--- src/rtl/mdr_mem_ctrl.sv ---
// Memory data register with req/ack memory handshake, sized/extended loads and lane-shifted stores.
// Optional ack timeout enabled by defining MDR_TIMEOUT_EN.
module mdr_mem_ctrl #(
  parameter int unsigned DATA_WIDTH     = 32,
  parameter int unsigned OFF_W          = 2,
  parameter int unsigned TIMEOUT_CYCLES = 255
) (
  input  logic                    clock,
  input  logic                    clear,
  input  logic                    MDRin,
  input  logic                    Read,
  input  logic                    Write,
  input  logic [1:0]              size,
  input  logic                    unsigned_ld,
  input  logic [OFF_W-1:0]        byte_off,
  input  logic [DATA_WIDTH-1:0]   BusMuxOut,
  output logic [DATA_WIDTH-1:0]   MDRout,
  output logic                    mem_req,
  output logic                    mem_we,
  output logic [DATA_WIDTH/8-1:0] mem_be,
  output logic [DATA_WIDTH-1:0]   mem_wdata,
  input  logic [DATA_WIDTH-1:0]   mem_rdata,
  input  logic                    mem_ack,
  output logic                    busy,
  output logic                    done,
  output logic                    err
);

  localparam int unsigned NB = DATA_WIDTH / 8;

  typedef enum logic [1:0] {IDLE, RD_WAIT, WR_WAIT} state_t;

  state_t                  state_q, state_d;
  logic [DATA_WIDTH-1:0]   mdr_d, wdata_d;
  logic                    req_d, we_d, busy_d, done_d, err_d;
  logic [NB-1:0]           be_d;
  logic [1:0]              sz_q, sz_d;
  logic                    uns_q, uns_d;
  logic [OFF_W-1:0]        off_q, off_d;

`ifdef MDR_TIMEOUT_EN
  localparam int unsigned CNT_W = $clog2(TIMEOUT_CYCLES + 1);
  logic [CNT_W-1:0] cnt_q, cnt_d;
`else
  logic unused_timeout;
  assign unused_timeout = ^32'(TIMEOUT_CYCLES);
`endif

  function automatic logic [DATA_WIDTH-1:0] lane_mask(input logic [1:0] s);
    case (s)
      2'b00:   lane_mask = DATA_WIDTH'(8'hFF);
      2'b01:   lane_mask = DATA_WIDTH'(16'hFFFF);
      2'b10:   lane_mask = DATA_WIDTH'(32'hFFFF_FFFF);
      default: lane_mask = '1;
    endcase
  endfunction

  function automatic logic [NB-1:0] be_mask(input logic [1:0] s);
    case (s)
      2'b00:   be_mask = NB'(4'h1);
      2'b01:   be_mask = NB'(4'h3);
      2'b10:   be_mask = NB'(4'hF);
      default: be_mask = '1;
    endcase
  endfunction

  // Natural alignment; dword exists only on a 64-bit memory.
  function automatic logic is_legal(input logic [1:0] s, input logic [OFF_W-1:0] off);
    case (s)
      2'b00:   is_legal = 1'b1;
      2'b01:   is_legal = !off[0];
      2'b10:   is_legal = (off[1:0] == 2'b00);
      default: is_legal = (DATA_WIDTH == 64) && (off == '0);
    endcase
  endfunction

  function automatic logic [DATA_WIDTH-1:0] extend(input logic [DATA_WIDTH-1:0] raw,
                                                   input logic [1:0] s, input logic u);
    logic [DATA_WIDTH-1:0] m;
    logic                  sgn;
    m = lane_mask(s);
    case (s)
      2'b00:   sgn = raw[7];
      2'b01:   sgn = raw[15];
      2'b10:   sgn = raw[31];
      default: sgn = raw[DATA_WIDTH-1];
    endcase
    extend = (raw & m) | ((!u && sgn) ? ~m : '0);
  endfunction

  always_comb begin
    state_d = state_q;
    mdr_d   = MDRout;
    req_d   = mem_req;
    we_d    = mem_we;
    be_d    = mem_be;
    wdata_d = mem_wdata;
    busy_d  = busy;
    done_d  = 1'b0;
    err_d   = 1'b0;
    sz_d    = sz_q;
    uns_d   = uns_q;
    off_d   = off_q;
`ifdef MDR_TIMEOUT_EN
    cnt_d   = cnt_q;
`endif
    case (state_q)
      IDLE: begin
        if (Read || Write) begin
          if (!is_legal(size, byte_off)) begin
            err_d = 1'b1;
          end else begin
            req_d  = 1'b1;
            busy_d = 1'b1;
            sz_d   = size;
            uns_d  = unsigned_ld;
            off_d  = byte_off;
`ifdef MDR_TIMEOUT_EN
            cnt_d  = '0;
`endif
            if (Read) begin
              we_d    = 1'b0;
              be_d    = '1;
              state_d = RD_WAIT;
            end else begin
              we_d    = 1'b1;
              be_d    = be_mask(size) << byte_off;
              wdata_d = (MDRout & lane_mask(size)) << {byte_off, 3'b000};
              state_d = WR_WAIT;
            end
          end
        end else if (MDRin) begin
          mdr_d = BusMuxOut;
        end
      end
      RD_WAIT, WR_WAIT: begin
        if (mem_ack) begin
          if (state_q == RD_WAIT)
            mdr_d = extend(mem_rdata >> {off_q, 3'b000}, sz_q, uns_q);
          req_d   = 1'b0;
          we_d    = 1'b0;
          be_d    = '0;
          wdata_d = '0;
          busy_d  = 1'b0;
          done_d  = 1'b1;
          state_d = IDLE;
        end
`ifdef MDR_TIMEOUT_EN
        else if (cnt_q == CNT_W'(TIMEOUT_CYCLES - 1)) begin
          req_d   = 1'b0;
          we_d    = 1'b0;
          be_d    = '0;
          wdata_d = '0;
          busy_d  = 1'b0;
          err_d   = 1'b1;
          state_d = IDLE;
        end else begin
          cnt_d = cnt_q + CNT_W'(1);
        end
`endif
      end
      default: state_d = IDLE;
    endcase
  end

  always_ff @(posedge clock or negedge clear) begin
    if (!clear) begin
      state_q   <= IDLE;
      MDRout    <= '0;
      mem_req   <= 1'b0;
      mem_we    <= 1'b0;
      mem_be    <= '0;
      mem_wdata <= '0;
      busy      <= 1'b0;
      done      <= 1'b0;
      err       <= 1'b0;
      sz_q      <= 2'b00;
      uns_q     <= 1'b0;
      off_q     <= '0;
`ifdef MDR_TIMEOUT_EN
      cnt_q     <= '0;
`endif
    end else begin
      state_q   <= state_d;
      MDRout    <= mdr_d;
      mem_req   <= req_d;
      mem_we    <= we_d;
      mem_be    <= be_d;
      mem_wdata <= wdata_d;
      busy      <= busy_d;
      done      <= done_d;
      err       <= err_d;
      sz_q      <= sz_d;
      uns_q     <= uns_d;
      off_q     <= off_d;
`ifdef MDR_TIMEOUT_EN
      cnt_q     <= cnt_d;
`endif
    end
  end

endmodule
--- config.mk ---
export PLATFORM = sky130hd
export DESIGN_NAME = mdr_mem_ctrl
export DESIGN_NICKNAME = d
export VERILOG_FILES = /design/src/rtl/mdr_mem_ctrl.sv
export SDC_FILE = /design/constraint.sdc
export NUM_CORES = 1
export LEC_CHECK = 0
export CORE_MARGIN = 1
export CORE_UTILIZATION = 45
export DETAILED_ROUTE_END_ITERATION = 10
export GPL_ROUTABILITY_DRIVEN = 0
export GPL_TIMING_DRIVEN = 1
export PLACE_DENSITY = 0.81
export SLEW_MARGIN = 20
export SYNTH_ARGS = -nofsm -noshare
export SYNTH_HDL_FRONTEND = slang
export SYNTH_SLANG_ARGS = --single-unit
--- constraint.sdc ---
create_clock -name clock -period 3.7 [get_ports clock]
set_input_delay 0.925 -clock clock [delete_from_list [all_inputs] [get_ports clock]]
set_output_delay 0.925 -clock clock [all_outputs]
set_load 0.05 [all_outputs]
==> metrics.txt, run 1 <==
nets@finish=between 700 and 800; syn avg cell area=9.56 sq um; synth top area cells=dfrtp_1, mux2i_1, mux2_1; Tightest Hold Check Type=reg2reg; number of synthesized flops with an enable pin=0; area fraction of the dominant cell type after synthesis=40.6%; Worst Reg-to-Reg Cells=7; vias in the first global route=4,331; Arr. time, crit path=roughly 3000 ps; Core Footprint=10,400 sq um; via count=4,468; CTS tree=yes; post-CTS sizing=0; detailed-route vias per instance=5.78; most frequent cells in the layout=clkdlybuf4s50_1, dfrtp_1, nor2_1, nand2_1, mux2i_1; crit end category=flop; total power=0.00687 W; Residual DRC=0; DRT Pass-1 Iters=5; Largest stage delay, worst path=about 690 ps; num ports=around 150; unrepaired setup endpoints after global routing=no; P per Cell Area=1040 nW/um^2; CP Cell Sequence=clkdlybuf4s50_1 > or3b_4 > a221oi_4 > a221oi_1; setup tns final=0 ps; # port buffers=147; first-pass GRT wire length=approximately 23,000 microns; Yosys warnings=0; status=completed; area leader, netlist=dfrtp_1; Worst IR Drop VDD=roughly 0.00047 V; Die Span X=between 100 and 150 microns; CTS root buffer=clkbuf_8; Synth async-reset ratio=100%; Initial DRC Count=353; critical path's slowest cell=a221oi_4; Peak Freq=roughly 360 MHz; CP required=~4000 ps; worst-path fanout max=16; clock buffer depth=2; Tcrit/Tclk final=between 70% and 80%; min cycle time layout=2780 ps; Initial Util=about 47%; # diodes=0; synth unique cells=46; clk_lat worst skew=~360 ps; share of the yosys chip area belonging to registers=40.6%; row cnt=37; CP startpoint kind=primary input; layout filler cell count=857; die area=11,200 sq um; final setup skew=12.2 ps; CTS Buf Count=9; Syn Inst Count=509; setup bufs post-CTS=0; commonest non-fill, non-tap cell in the layout=clkdlybuf4s50_1; antenna-violating nets left=0; TritonCTS sink count=79; hpwl dp=10,800 microns; Area growth syn-to-layout=35.5%; Mapped Nets=586; Static Leak=2.65 nW; initial antenna violation count=0; final setup fails=0; Max Cap Viol=0; Rel. slew slack=34.6%; hold depth=1; DIE HEIGHT=around 110 microns; Clk pin slew, worst setup/hold paths=80 ps; WL final=14,500 microns; top_reg_cell synth=dfrtp_1; H-tree depth=3; Final Max Tran Viols=0; grt total ovfl=0; Seq cells post-synth=79; Total GRT Usage=between 20% and 30%; CTS Hold Bufs=0; post-synthesis cell area=4870 sq um; CP Class=in2reg; share of cells above drive strength 1=under 10%; Fin. Hold Viols=0; pin count of the biggest net entering global routing=80; worst-margin pin slew=980 ps; drt wl/cell=18.8 microns
## power by group
group | leakage (nW) | switching, W | total, W | internal, W
combinational | 1.58 | 0.00271 | 0.00435 | 0.00164
clock | 0.114 | 0.000320 | 0.000770 | 0.000450
sequential | 0.952 | 0.000483 | 0.00175 | 0.00126
total | 2.65 | 0.00351 | 0.00687 | 0.00336
## Yosys cell counts, types with 2 or more instances
master and instances:
mux2_2 15, mux2i_1 48, nand3b_1 2, buf_2 11, inv_1 11, nor2b_1 14, a211oi_1 17, a21oi_1 33
a221oi_1 14, ha_1 2, o2bb2ai_1 7, a31oi_1 8, or2_2 11, o21ai_0 11, buf_4 4, nand4_1 3
a221oi_2 2, clkbuf_1 19, buf_1 4, dfrtp_1 79, nor2_1 59, o211ai_1 15, nand2b_1 3, buf_6 7
mux2_1 22, o221ai_1 2, nand3_1 3, o2111ai_1 3, nand2_1 54, o21a_1 10
## critical path, delay by kind of cell
| family | cells | cell delay (ps) |
|---|---|---|
| buf+inv | 1 | 630 |
| compound gates | 2 | 890 |
| simple gates | 1 | 520 |
## cell families (layout without fill, tap and decap cells)
family / Yosys count / in the layout / share of synthesized area, %
muxes: 86 / 86 / 18.9
and+or+nand+nor: 155 / 155 / 14.4
DFF: 79 / 79 / 40.6
buffers and inverters: 56 / 184 / 5.99
AOI/OAI and AO/OA: 130 / 130 / 19.5
xor gates and xnor gates: 1 / 1 / 0.180
adders and majority gates: 2 / 2 / 0.514
## through the flow
stage	std cells	util [%]	area (sq um)	setup slack, ps	hold slack [ps]
after floorplan	509	-	4870	1420	504
after global placement	756	60.8	6340	660	468
after detailed placement	756	60.8	6340	597	481
after CTS	772	63.1	6580	947	498
after global routing	773	63.3	6600	768	507
final	773	63.3	6600	925	493
## area by class of cell
cell class                 instances  area [sq um]  share of cell area (%)
clock inverter                     5           106                    1.61
tap                              136           170                    2.58
inverter                          11          41.3                   0.626
timing repair buffer             157          1570                    23.8
sequential                        79          1980                    30.0
clock buffer                      11           131                    1.99
multi-input combinational        374          2600                    39.4
## routing by layer
layer  up-vias  track usage (%)  routed length, microns
li1       2078                -                       -
met1      2115             35.6                    6100
met5         -                0                       0
met2       238             42.2                    6850
met4         0             12.1                     457
met3        37             4.78                    1110
## sequential cells by signal (all words and copies together) (netlist names)
register	flops
MDRout	32
mem_wdata	32
mem_be	4
off_q	2
state_q	2
sz_q	2
busy	1
done	1
err	1
mem_we	1
uns_q	1
## path summary, 6_finish.rpt
| kind | start | slack [ps] | endpoint |
|---|---|---|---|
| setup / recovery | Read | 920 | MDRout[18] |
| hold / removal | mem_wdata[18] | 490 | mem_wdata[18] |
| setup reg to reg | state_q[0] | 930 | mem_wdata[14] |
| hold reg to reg | mem_wdata[18] | 490 | mem_wdata[18] |
| max in group asynchronous | clear | 2580 | mem_wdata[15] |
| min in group asynchronous | clear | 530 | MDRout[3] |
No activity file was read; power rests on OpenSTA's default activity.
==> run 2, diff against run 1 <==
Clock period 3.7 ns to 2.8 ns, I/O delays scaled along.
==> metrics.txt, run 2 (synthesized netlist as in run 1, its figures left out) <==
status=completed; vias in the first global route=4,452; slack of the critical path=333 ps; Arr. time, crit path=1770 ps; CP startpoint kind=flop; Crit path buffers/inverters=1; Area growth syn-to-layout=37.2%; Sw Share=slightly above 50%; # port buffers=147; WL final=~15,000 microns; Die Span X=106 microns; initial antenna violation count=0; share of cells above drive strength 1=11.3%; P per Cell Area=1360 nW/um^2; RR Startpoint=state_q[1]; DIE HEIGHT=106 microns; crit end category=output port; R2R setup slack=410 ps; Worst IR Drop VDD=between 0.0007 and 0.0008 V; pre-CTS setup slack=194 ps; Max Cap Viol=0; Placed Area=6460 sq um; final setup skew=12.5 ps; clk_lat worst skew=350 ps; RR Endpoint=MDRout[13]; most frequent cells in the layout=clkdlybuf4s50_1, dfrtp_1, nor2_1, nand2_1, mux2i_1; Initial Util=46.7%; antenna-violating nets left=0; clock buffer depth=2; Top Usage Layer GRT=met2; CTS Buf Count=9; met2 usage=42.2%; grt total ovfl=0; setup tns final=0 ps; detailed-route vias per instance=5.82; Fin. Hold Viols=0; worst-path fanout max=5; unrepaired setup endpoints after global routing=no; Static Leak=2.70 nW; hpwl dp=11,200 microns; Clock power frac=9.4%; worst-margin pin slew=~600 ps; Reg power frac=between 20% and 30%; layout filler cell count=860; fin area=roughly 6700 sq um; post-CTS sizing=0; Tightest Hold Check Type=in2async; Peak Freq=405 MHz; Rel. slew slack=60.4%; row cnt=37; via count=4,565; Worst Reg-to-Reg Cells=8; Tcrit/Tclk final=88.1%; commonest non-fill, non-tap cell in the layout=clkdlybuf4s50_1; grt met3 use=under 10%; drt wl/cell=19.0 microns; Total GRT Usage=27.4%; CTS tree=yes; switching power=0.00471 W; first-pass GRT wire length=23,500 microns; met1 usage=37.8%; Largest stage delay, worst path=870 ps; largest registers=MDRout (32), mem_wdata (32), mem_be (4); CP Cell Sequence=clkdlybuf4s50_1; Initial DRC Count=441; Logic pwr share=between 60 and 70%; final core occ=64.1%; H-tree depth=3; CP Class=reg2out; nets@finish=720; num ports=148; pin count of the biggest net entering global routing=80; Clk pin slew, worst setup/hold paths=80 ps; Worst path top cell family by delay=buffers and inverters; final setup fails=0; die area=around 11,000 sq um; setup bufs post-CTS=0; # diodes=0; Internal Dissipation=0.00436 W; Core Footprint=10,400 sq um; Residual DRC=0; CTS Hold Bufs=0; DRT Pass-1 Iters=5; Final Max Tran Viols=0; TritonCTS sink count=79; CP required=approximately 2100 ps; critical path's slowest cell=clkdlybuf4s50_1; min cycle time layout=2470 ps; CTS root buffer=clkbuf_8
==> run 2: cell types whose count changed in the layout (fill, tap and decap cells not counted), sizes merged <==
cell,previous run,this run
clkinvlp,1,2
inv,11,13
bufinv,3,1
buf,11,22
clkbuf,11,10
==> run 2: layout make-up <==
class	instances	area, sq um	share of cell area [%]
multi-input cells	374	2600	38.9
clock inverters	6	67.6	1.01
inverters	11	41.3	0.618
well taps	136	170	2.55
flip-flops and latches	79	1980	29.6
clock buffers	10	128	1.91
repair buffers	168	1700	25.4
==> run 2: how the worst max path moves through the flow <==
stage,cells past startpoint,startpoint,endpoint,slack [ps]
final,1,MDRout[0],MDRout[0],330
after global routing,1,MDRout[3],MDRout[3],280
after CTS,1,MDRout[3],MDRout[3],320
after detailed placement,6,mem_ack,mem_wdata[9],190
after global placement,6,Read,MDRout[14],270
after floorplan,8,state_q[0],mem_wdata[30],720
==> run 2: metal layers <==
metal	wire, microns	share of wire [%]
met5	0	0
met4	518	3.5
met3	1160	7.8
met2	6850	46
met1	6370	43
==> run 2: through the flow <==
stage	instances	total power (W)	hold WS, ps
6_report	784	0.00908	256
5_1_grt	784	0.00955	262
4_1_cts	783	0.00903	493
3_5_place_dp	767	0.00818	474
3_3_place_gp	767	0.00801	471
2_1_floorplan	509	0.00636	404
==> run 2: power groups by stage <==
stage / sequential, W / clock [W] / combinational [W]
2_1_floorplan: 0.00359 / 0 / 0.00276
5_1_grt: 0.00228 / 0.000904 / 0.00637
6_report: 0.00223 / 0.000850 / 0.00600
3_5_place_dp: 0.00223 / 0 / 0.00595
4_1_cts: 0.00221 / 0.000854 / 0.00597
3_3_place_gp: 0.00221 / 0 / 0.00579
